`src/rtl/isa_pkg.sv`:
```
// Shared ISA definitions: opcodes, instruction-type bits, the 9-bit encoder
// and the program-encoder FSM state type.
package isa_pkg;

  typedef enum logic [4:0] {
    OpLdi  = 5'h00,
    OpLd   = 5'h01,
    OpSt   = 5'h02,
    OpAdd  = 5'h03,
    OpSub  = 5'h04,
    OpXor  = 5'h05,
    OpOr   = 5'h06,
    OpAnd  = 5'h07,
    OpJmp  = 5'h08,
    OpBeq  = 5'h09,
    OpBlt  = 5'h0A,
    OpBgt  = 5'h0B,
    OpLsl  = 5'h0C,
    OpLsr  = 5'h0D,
    OpSubu = 5'h0E,
    OpSlt  = 5'h0F,
    OpSgt  = 5'h10,
    OpAddu = 5'h11
  } opcode_e;

  // Highest legal run-type opcode; everything above is reserved.
  localparam logic [4:0] OPC_MAX = 5'h11;

  localparam logic ITYPE_RUN = 1'b0;
  localparam logic ITYPE_PUT = 1'b1;

  typedef enum logic [1:0] {
    StIdle,
    StLoad,
    StDone,
    StErr
  } enc_state_e;

  // Bit 0 is the type bit; run-type words keep [8:6] reserved as zero.
  function automatic logic [8:0] encode_instr(input logic       put,
                                              input logic [4:0] opcode,
                                              input logic [7:0] imm);
    logic [8:0] word;
    if (put == ITYPE_PUT) begin
      word = {imm, ITYPE_PUT};
    end else begin
      word = {3'b000, opcode, ITYPE_RUN};
    end
    return word;
  endfunction

endpackage

```
`src/rtl/instr_pack.sv`:
```
// Combinational field packer: builds the 9-bit instruction word and flags
// reserved run-type opcodes.
module instr_pack
  import isa_pkg::*;
(
  input  logic       put_i,
  input  logic [4:0] opcode_i,
  input  logic [7:0] imm_i,
  output logic [8:0] instr_o,
  output logic       illegal_o
);

  // Encode fields; put-type beats are always legal.
  always_comb begin
    instr_o   = encode_instr(put_i, opcode_i, imm_i);
    illegal_o = (put_i == ITYPE_RUN) && (opcode_i > OPC_MAX);
  end

endmodule

```
`src/rtl/prog_encoder.sv`:
```
// Program encoder/loader: accepts instruction field beats, packs them and
// writes them sequentially into instruction ROM, stopping on an illegal
// opcode, on the last beat, or at memory capacity.
module prog_encoder
  import isa_pkg::*;
#(
  parameter int unsigned ADDR_W = 12,
  parameter int unsigned DEPTH  = 4096
) (
  input  logic              clk,
  input  logic              reset,
  input  logic              start,
  input  logic [ADDR_W-1:0] base_addr,
  input  logic              in_valid,
  output logic              in_ready,
  input  logic              in_put,
  input  logic [4:0]        in_opcode,
  input  logic [7:0]        in_imm,
  input  logic              in_last,
  output logic              wr_en,
  output logic [ADDR_W-1:0] wr_addr,
  output logic [8:0]        wr_data,
  output logic              busy,
  output logic              done,
  output logic              err_opcode,
  output logic              err_full,
  output logic [ADDR_W:0]   word_count
);

  localparam logic [ADDR_W-1:0] AddrMax = '1;
  localparam logic [ADDR_W:0]   DepthW  = (ADDR_W + 1)'(DEPTH);

  enc_state_e state_q, state_d;

  logic [ADDR_W-1:0] addr_q, addr_d;
  logic [ADDR_W:0]   word_count_q, word_count_d;
  logic              wr_en_q, wr_en_d;
  logic [ADDR_W-1:0] wr_addr_q, wr_addr_d;
  logic [8:0]        wr_data_q, wr_data_d;
  logic              done_q, done_d;
  logic              err_opcode_q, err_opcode_d;
  logic              err_full_q, err_full_d;

  logic [8:0]      pack_instr;
  logic            pack_illegal;
  logic            accept;
  logic [ADDR_W:0] word_count_inc;
  logic            at_capacity;

  instr_pack u_instr_pack (
    .put_i     (in_put),
    .opcode_i  (in_opcode),
    .imm_i     (in_imm),
    .instr_o   (pack_instr),
    .illegal_o (pack_illegal)
  );

  // Handshake and capacity qualifiers; in_ready depends on state only.
  always_comb begin
    accept         = in_valid && (state_q == StLoad);
    word_count_inc = word_count_q + (ADDR_W + 1)'(1);
    // Writing this beat fills the ROM or uses the last addressable slot.
    at_capacity    = (word_count_inc == DepthW) || (addr_q == AddrMax);
  end

  // State register.
  always_ff @(posedge clk or posedge reset) begin
    if (reset) begin
      state_q <= StIdle;
    end else begin
      state_q <= state_d;
    end
  end

  // Next-state logic; start wins over any beat offered in the same cycle.
  always_comb begin
    state_d = state_q;
    unique case (state_q)
      StIdle, StDone, StErr: begin
        if (start) state_d = StLoad;
      end
      StLoad: begin
        if (start) begin
          state_d = StLoad;
        end else if (accept) begin
          if (pack_illegal) begin
            state_d = StErr;
          end else if (in_last || at_capacity) begin
            state_d = StDone;
          end
        end
      end
      default: state_d = StIdle;
    endcase
  end

  // Output logic decoded from the current state.
  always_comb begin
    in_ready = 1'b0;
    busy     = 1'b0;
    if (state_q == StLoad) begin
      in_ready = 1'b1;
      busy     = 1'b1;
    end
  end

  // Datapath next-state: address counter, write register and status flags.
  always_comb begin
    addr_d       = addr_q;
    word_count_d = word_count_q;
    wr_en_d      = 1'b0;
    wr_addr_d    = wr_addr_q;
    wr_data_d    = wr_data_q;
    done_d       = done_q;
    err_opcode_d = err_opcode_q;
    err_full_d   = err_full_q;
    if (start) begin
      addr_d       = base_addr;
      word_count_d = '0;
      done_d       = 1'b0;
      err_opcode_d = 1'b0;
      err_full_d   = 1'b0;
    end else if (accept) begin
      if (pack_illegal) begin
        err_opcode_d = 1'b1;
      end else begin
        wr_en_d      = 1'b1;
        wr_addr_d    = addr_q;
        wr_data_d    = pack_instr;
        // A wrap here is harmless: the session ends on the same beat.
        addr_d       = addr_q + ADDR_W'(1);
        word_count_d = word_count_inc;
        if (in_last) begin
          done_d = 1'b1;
        end else if (at_capacity) begin
          done_d     = 1'b1;
          err_full_d = 1'b1;
        end
      end
    end
  end

  // Datapath registers; reset drops any pending write immediately.
  always_ff @(posedge clk or posedge reset) begin
    if (reset) begin
      addr_q       <= '0;
      word_count_q <= '0;
      wr_en_q      <= 1'b0;
      wr_addr_q    <= '0;
      wr_data_q    <= '0;
      done_q       <= 1'b0;
      err_opcode_q <= 1'b0;
      err_full_q   <= 1'b0;
    end else begin
      addr_q       <= addr_d;
      word_count_q <= word_count_d;
      wr_en_q      <= wr_en_d;
      wr_addr_q    <= wr_addr_d;
      wr_data_q    <= wr_data_d;
      done_q       <= done_d;
      err_opcode_q <= err_opcode_d;
      err_full_q   <= err_full_d;
    end
  end

  // Registered outputs.
  always_comb begin
    wr_en      = wr_en_q;
    wr_addr    = wr_addr_q;
    wr_data    = wr_data_q;
    done       = done_q;
    err_opcode = err_opcode_q;
    err_full   = err_full_q;
    word_count = word_count_q;
  end

endmodule

```
`config.mk`:
```
export PLATFORM = sky130hd
export DESIGN_NAME = prog_encoder
export DESIGN_NICKNAME = d
export VERILOG_FILES = /design/src/rtl/isa_pkg.sv /design/src/rtl/instr_pack.sv /design/src/rtl/prog_encoder.sv
export SDC_FILE = /design/constraint.sdc
export NUM_CORES = 1
export LEC_CHECK = 0
export BUFFER_PORTS_ARGS = -buffer_cell sky130_fd_sc_hd__buf_4
export CAP_MARGIN = 20
export CORE_UTILIZATION = 51
export DETAILED_ROUTE_END_ITERATION = 8
export GPL_TIMING_DRIVEN = 0
export PLACE_DENSITY_LB_ADDON = 0.15
export SYNTH_ARGS = -nofsm -noshare
export SYNTH_HDL_FRONTEND = slang
export SYNTH_SLANG_ARGS = --single-unit
```
`constraint.sdc`:
```
create_clock -name clk -period 3.2 [get_ports clk]
set_input_delay 0.64 -clock clk [delete_from_list [all_inputs] [get_ports clk]]
set_output_delay 0.64 -clock clk [all_outputs]
set_load 0.05 [all_outputs]
```
; ---- Word-level counts from Yosys, hierarchy flattened
; Index checks and enable logic that the tools add are counted.
[totals]
regBits = 52
latchBits = 0
mem_bits_rw = 0
mem_bits_ro = 0
in_bits = 31
output_inout_bits = 40
wordCells = 70
mem_count = 0
[classes]
add_sub_neg = 2
n_mul = 0
div = 0
n_lt_le_gt_ge = 1
n_eq_ne = 10
n_shift = 0
muxes = 29
bitwise = 3
reduce_logical = 16
[ops]
columns = operator, n
row1 = $mux W13, 3
row2 = $mux W12, 3
row3 = $mux W1, 16
row4 = $add A13 B1 Y13 const B, 1
row5 = $eq A13 B13 Y1 const B, 1
row6 = $add A12 B1 Y12 const B, 1
row7 = $eq A12 B12 Y1 const B, 1
row8 = $mux W2, 5
row9 = $mux W9, 1
row10 = $reduce_and A3 Y1, 3
row11 = $ne A2 B2 Y1 const B, 3
row12 = $reduce_bool A2 Y1, 3
row13 = $gt A5 B5 Y1 const B, 1
row14 = $eq A2 B2 Y1 const B, 2
row15 = $ne A4 B4 Y1 const B, 1
row16 = $pmux W2 S2, 1
row17 = $reduce_and A2 Y1, 2
row18 = $reduce_and A4 Y1, 1
row19 = $ne A3 B3 Y1 const B, 1
row20 = $not A1 Y1, 3
row21 = $reduce_bool A3 Y1, 1
row22 = $reduce_or A3 Y1, 1
row23 = $eq A2 B1 Y1 const B, 1
row24 = $logic_and A1 B1 Y1, 2
row25 = 2 further kinds, 3

; ---- Logic depth before layout (Yosys ltp)
[depth]
ltp_word = 9
ltp_mapped = 7
depth_no_buf = 6

; ---- Hierarchy
; A second synthesis with hierarchy kept.
[hier_totals]
cells_unflattened = 252
area_unflattened_um2 = 2720.1
[modules_own_cells]
columns = mod, instances, cells_each, area_each_um2
row1 = prog_encoder, 1, 238, 2588.7
row2 = instr_pack, 1, 14, 131.4

; ---- Least setup slack after synthesis
; Ideal clock, no wire load.
[synth_path]
kind = register -> register
from = reg word_count_q[0], in the netlist word_count[0]
to = reg state_q[0]
setup_ns = 0.120
arrival_ns = 2.193
t_required_ns = 3.080
setup_slack_ns = 0.888
stages_incl_launch_ff = 8
path_buffers = 1
cell_sequence = dfrtp_1 -> ha_1 -> buf_6 -> nand4_1 -> nor4_1 -> mux2i_1 -> o2111ai_2 -> a31o_1
[synth_via]
elab_chain_cells = 6
[synth_rtl]
columns = element, line
row1 = start: declaration, prog_encoder.sv:36  ; logic [ADDR_W:0] word_count_q, word_count_d;
row2 = start signal: assignment, prog_encoder.sv:156  ; word_count_q <= word_count_d;
row3 = $add A13 B1 Y13, prog_encoder.sv:61  ; word_count_inc = word_count_q + (ADDR_W + 1)'(1);
row4 = $eq A13 B13 Y1, prog_encoder.sv:63  ; at_capacity = (word_count_inc == DepthW) || (addr_q == AddrMax);
row5 = $logic_or A1 B1 Y1, prog_encoder.sv:63
row6 = $logic_or A1 B1 Y1, prog_encoder.sv:88  ; end else if (in_last || at_capacity) begin
row7 = $ne A4 B4 Y1 (no line), --
row8 = $reduce_and A3 Y1 (no line), --
row9 = end signal: assignment, prog_encoder.sv:69  ; state_q <= StIdle;
row10 = end signal: assignment, prog_encoder.sv:71  ; state_q <= state_d;
row11 = end: declaration, prog_encoder.sv:33  ; enc_state_e state_q, state_d;
; No other way between the ends.
; A chain may end at the register's enable or synchronous reset.

; ---- Worst setup path after layout
[layout_path]
from = in in_opcode[2]
to = reg wr_addr_q[1], in the netlist wr_addr[1]
[layout_via]
elab_chain_cells = 4
[layout_rtl]
columns = element, line
row1 = start: declaration, prog_encoder.sv:17  ; input logic [4:0] in_opcode,
row2 = $gt A5 B5 Y1, instr_pack.sv:16  ; illegal_o = (put_i == ITYPE_RUN) && (opcode_i > OPC_MAX);
row3 = $logic_and A1 B1 Y1, instr_pack.sv:16
row4 = $not A1 Y1 (no line), --
row5 = $reduce_and A3 Y1 (no line), --
row6 = end signal: assignment, prog_encoder.sv:158  ; wr_addr_q <= wr_addr_d;
row7 = end: declaration, prog_encoder.sv:38  ; logic [ADDR_W-1:0] wr_addr_q, wr_addr_d;
; No other way between the ends.

==> results.cfg <==
[timing]
rsz0062_at_grt = no
hold_ws_ns = 0.261
fin_crit_ns = 2.19
fin_worst_skew_ns = 0.0133
setup_ws_ns = 1.01
tightestPinTransition_ns = 0.553
slew_violations = 0
slew_headroom = 0.631
hold_viol = 0
setup-tns-final_ns = 0
fin_crit_sh = 0.684
setup_violations = 0
fmax_mhz = 457

[cts]
clk_path_buf_depth = 2
cts_tree = done
clk_latency_ns = 0.31
clock_sinks = 52
clk_pin_slew_ns = 0.09
cts_buffers = 5
htreeDepth = 2
cts_setup_buffers = 0
ctsResizeCount = 0
cts_hold_buf = 0
root_buffer = clkbuf_8

[final_layout]
multi_input_area_sq_mm = 0.00134
postLayoutCoreUtil = 0.670
final_area_sq_mm = 0.00346
nFillCells = 415
antenna-diode-count = 0
regArea_sq_mm = 0.00130
fin_nets = 386
layout.cells.non_filler = 422
final_layout_size_suffix_gt1_frac = 0.324
area.growth.synth_to_final_pct = 25.5

[global_routing]
grt_max_degree = 43
grt_pass1_vias = 2113
grt_pass1_wl_mm = 9.85
grt_usage = 0.229
overflow = 0
antenna_found_initial = 0

[setup_path]
critPathRequiredTime_ns = 3.40
worstSetupStartpointType = input pin
cp_top_family = simple AND/OR/NAND/NOR gates
cp_num_buf_inv = 2
crit_arrival_ns = 2.39
crit_type = in2reg
critPathCaptureType = register
cp_slowest_cell = nor2_2
slowest_delay_ns = 0.45
crit_chain = buf_4 -> nor3_1 -> o21ai_2 -> nor2_2 -> buf_2 -> mux2_2
path_max_fanout = 10

[run]
drv_cap = 0

[place]
port_buffers = 69
routabilityCongestion = 0.840
dp_slack_ns = 0.678
dp.cells = 415
place_area_sq_mm = 0.00339
hpwl_mm = 4.51

[yosys]
netlist_top_cells_area = dfrtp_1, mux2_2, xnor2_1
synth_nets = 309
yosysMostFrequentCell = dfrtp_1
synth_xor_area_frac = 0.0698
synth_top_family_by_area = simple AND/OR/NAND/NOR gates
synth_top_area_frac = 0.471
ys_ff_latch = 52
synthMuxAreaShare = 0.0802
yosysTopAreaCell = dfrtp_1
syn_area_sq_mm = 0.00276
synth-edff-count = 0
async_reset_ff_frac = 1.00
avgSynthCellArea_sq_um = 10.0
ys_seq_area_frac = 0.471
synth_compound_area_frac = 0.0961
synthSimpleGateAreaFrac = 0.225
syn-instance-count = 275
synth_common_cells = dfrtp_1, nand2_1, nor2_1
synth_cell_types = 48
ys.flop_type = dfrtp_1
synthAdderAreaFrac = 0.0136
ys.warnings.count = 0

[floorplanning]
io_pins = 71
dieArea_sq_mm = 0.00571
fp-row-count = 26
die_w_um = 75.6
dieHeight_um = 75.6
start_util = 0.534
core_sq_mm = 0.00517

[drt]
vias = 2270
dr.pass1.iters = 4
postRouteAntennaNets = 0
routed_via_density = 5.38
wl_per_cell_um = 14.3
route.detailed.drc = 0
drt_wl_total_mm = 6.02
first_iter_violations = 114

[min_path]
min_path_type = in2async

[pwr]
power_density_mw_per_mm2 = 529
irDropWorstVdd_mv = 0.345
p_total_mw = 1.83
p_leak_nw = 1.53

[run_status]
status = finished clean
==> routing by layer <==
metal / wire length, um / GRT usage
met1: 2780 / 0.313
met4: 54 / 0.0432
met3: 239 / 0.0463
met2: 2940 / 0.382
met5: 0 / 0
==> layout by cell type, fill, tap and decap left out, types with 2 or more instances in the layout <==
cell type and instances:
a21oi_1 11, and3_1 3, and3b_1 2, and4_1 4, buf_2 4, buf_4 72
buf_6 4, clkbuf_1 5, clkbuf_8 5, dfrtp_1 52, ha_1 3, inv_1 4
mux2_2 13, mux2i_1 6, nand2_1 27, nand3_1 15, nand3_2 2, nand4_1 7
nor2_1 27, nor2b_1 2, nor3_1 9, nor4_1 6, o21ai_0 16, o32ai_1 2
or3_1 4, xnor2_1 15, xor2_1 7
==> state kept, by name, summed over array words and instances (netlist names) <==
| name | count |
|---|---|
| addr_q | 12 |
| done | 1 |
| err_full | 1 |
| err_opcode | 1 |
| state_q | 2 |
| word_count | 13 |
| wr_addr | 12 |
| wr_data | 9 |
| wr_en | 1 |
==> final cells by class <==
cell class	instances	share of cell area
plain buffers	15	0.0296
clock buffers	6	0.0210
clock inverters	1	0.00145
inverters	5	0.00542
multi-input cells	203	0.386
flip-flops and latches	52	0.376
well taps	70	0.0253
repair buffers	70	0.155
==> worst paths after layout <==
path                                                 from                   endpoint  slack [ns]  depth (start not counted)
worst max-delay path                         in_opcode[2]     wr_addr[1]$_DFFE_PP0P_        1.01                          6
worst min-delay path                                reset  word_count[7]$_DFFE_PP0P_        0.26                          2
min in group clk                   wr_data[6]$_DFFE_PP0P_     wr_data[6]$_DFFE_PP0P_        0.51                          2
max in group asynchronous                           reset       err_full$_DFFE_PP0P_        2.42                          3
worst max register to register  word_count[1]$_DFFE_PP0P_     state_q[0]$_DFFE_PP0P_        1.04                          7
worst min register to register     wr_data[6]$_DFFE_PP0P_     wr_data[6]$_DFFE_PP0P_        0.51                          2
==> where the power goes <==
group	switching (mW)	internal, mW	total [mW]
combinational	0.429	0.223	0.652
sequential	0.0689	0.751	0.820
clock	0.210	0.149	0.359
total	0.708	1.12	1.83
==> kinds of logic (layout without fill, tap and decap cells) <==
logic type | Yosys count | in the layout
adder cells (fa/ha/maj) | 3 | 3
XOR/XNOR | 22 | 22
flip-flops | 52 | 52
AO/OA/AOI/OAI | 40 | 40
AND/OR/NAND/NOR | 118 | 118
multiplexers | 20 | 20
buffers and inverters | 20 | 97
(Power assumes the default switching activity.)
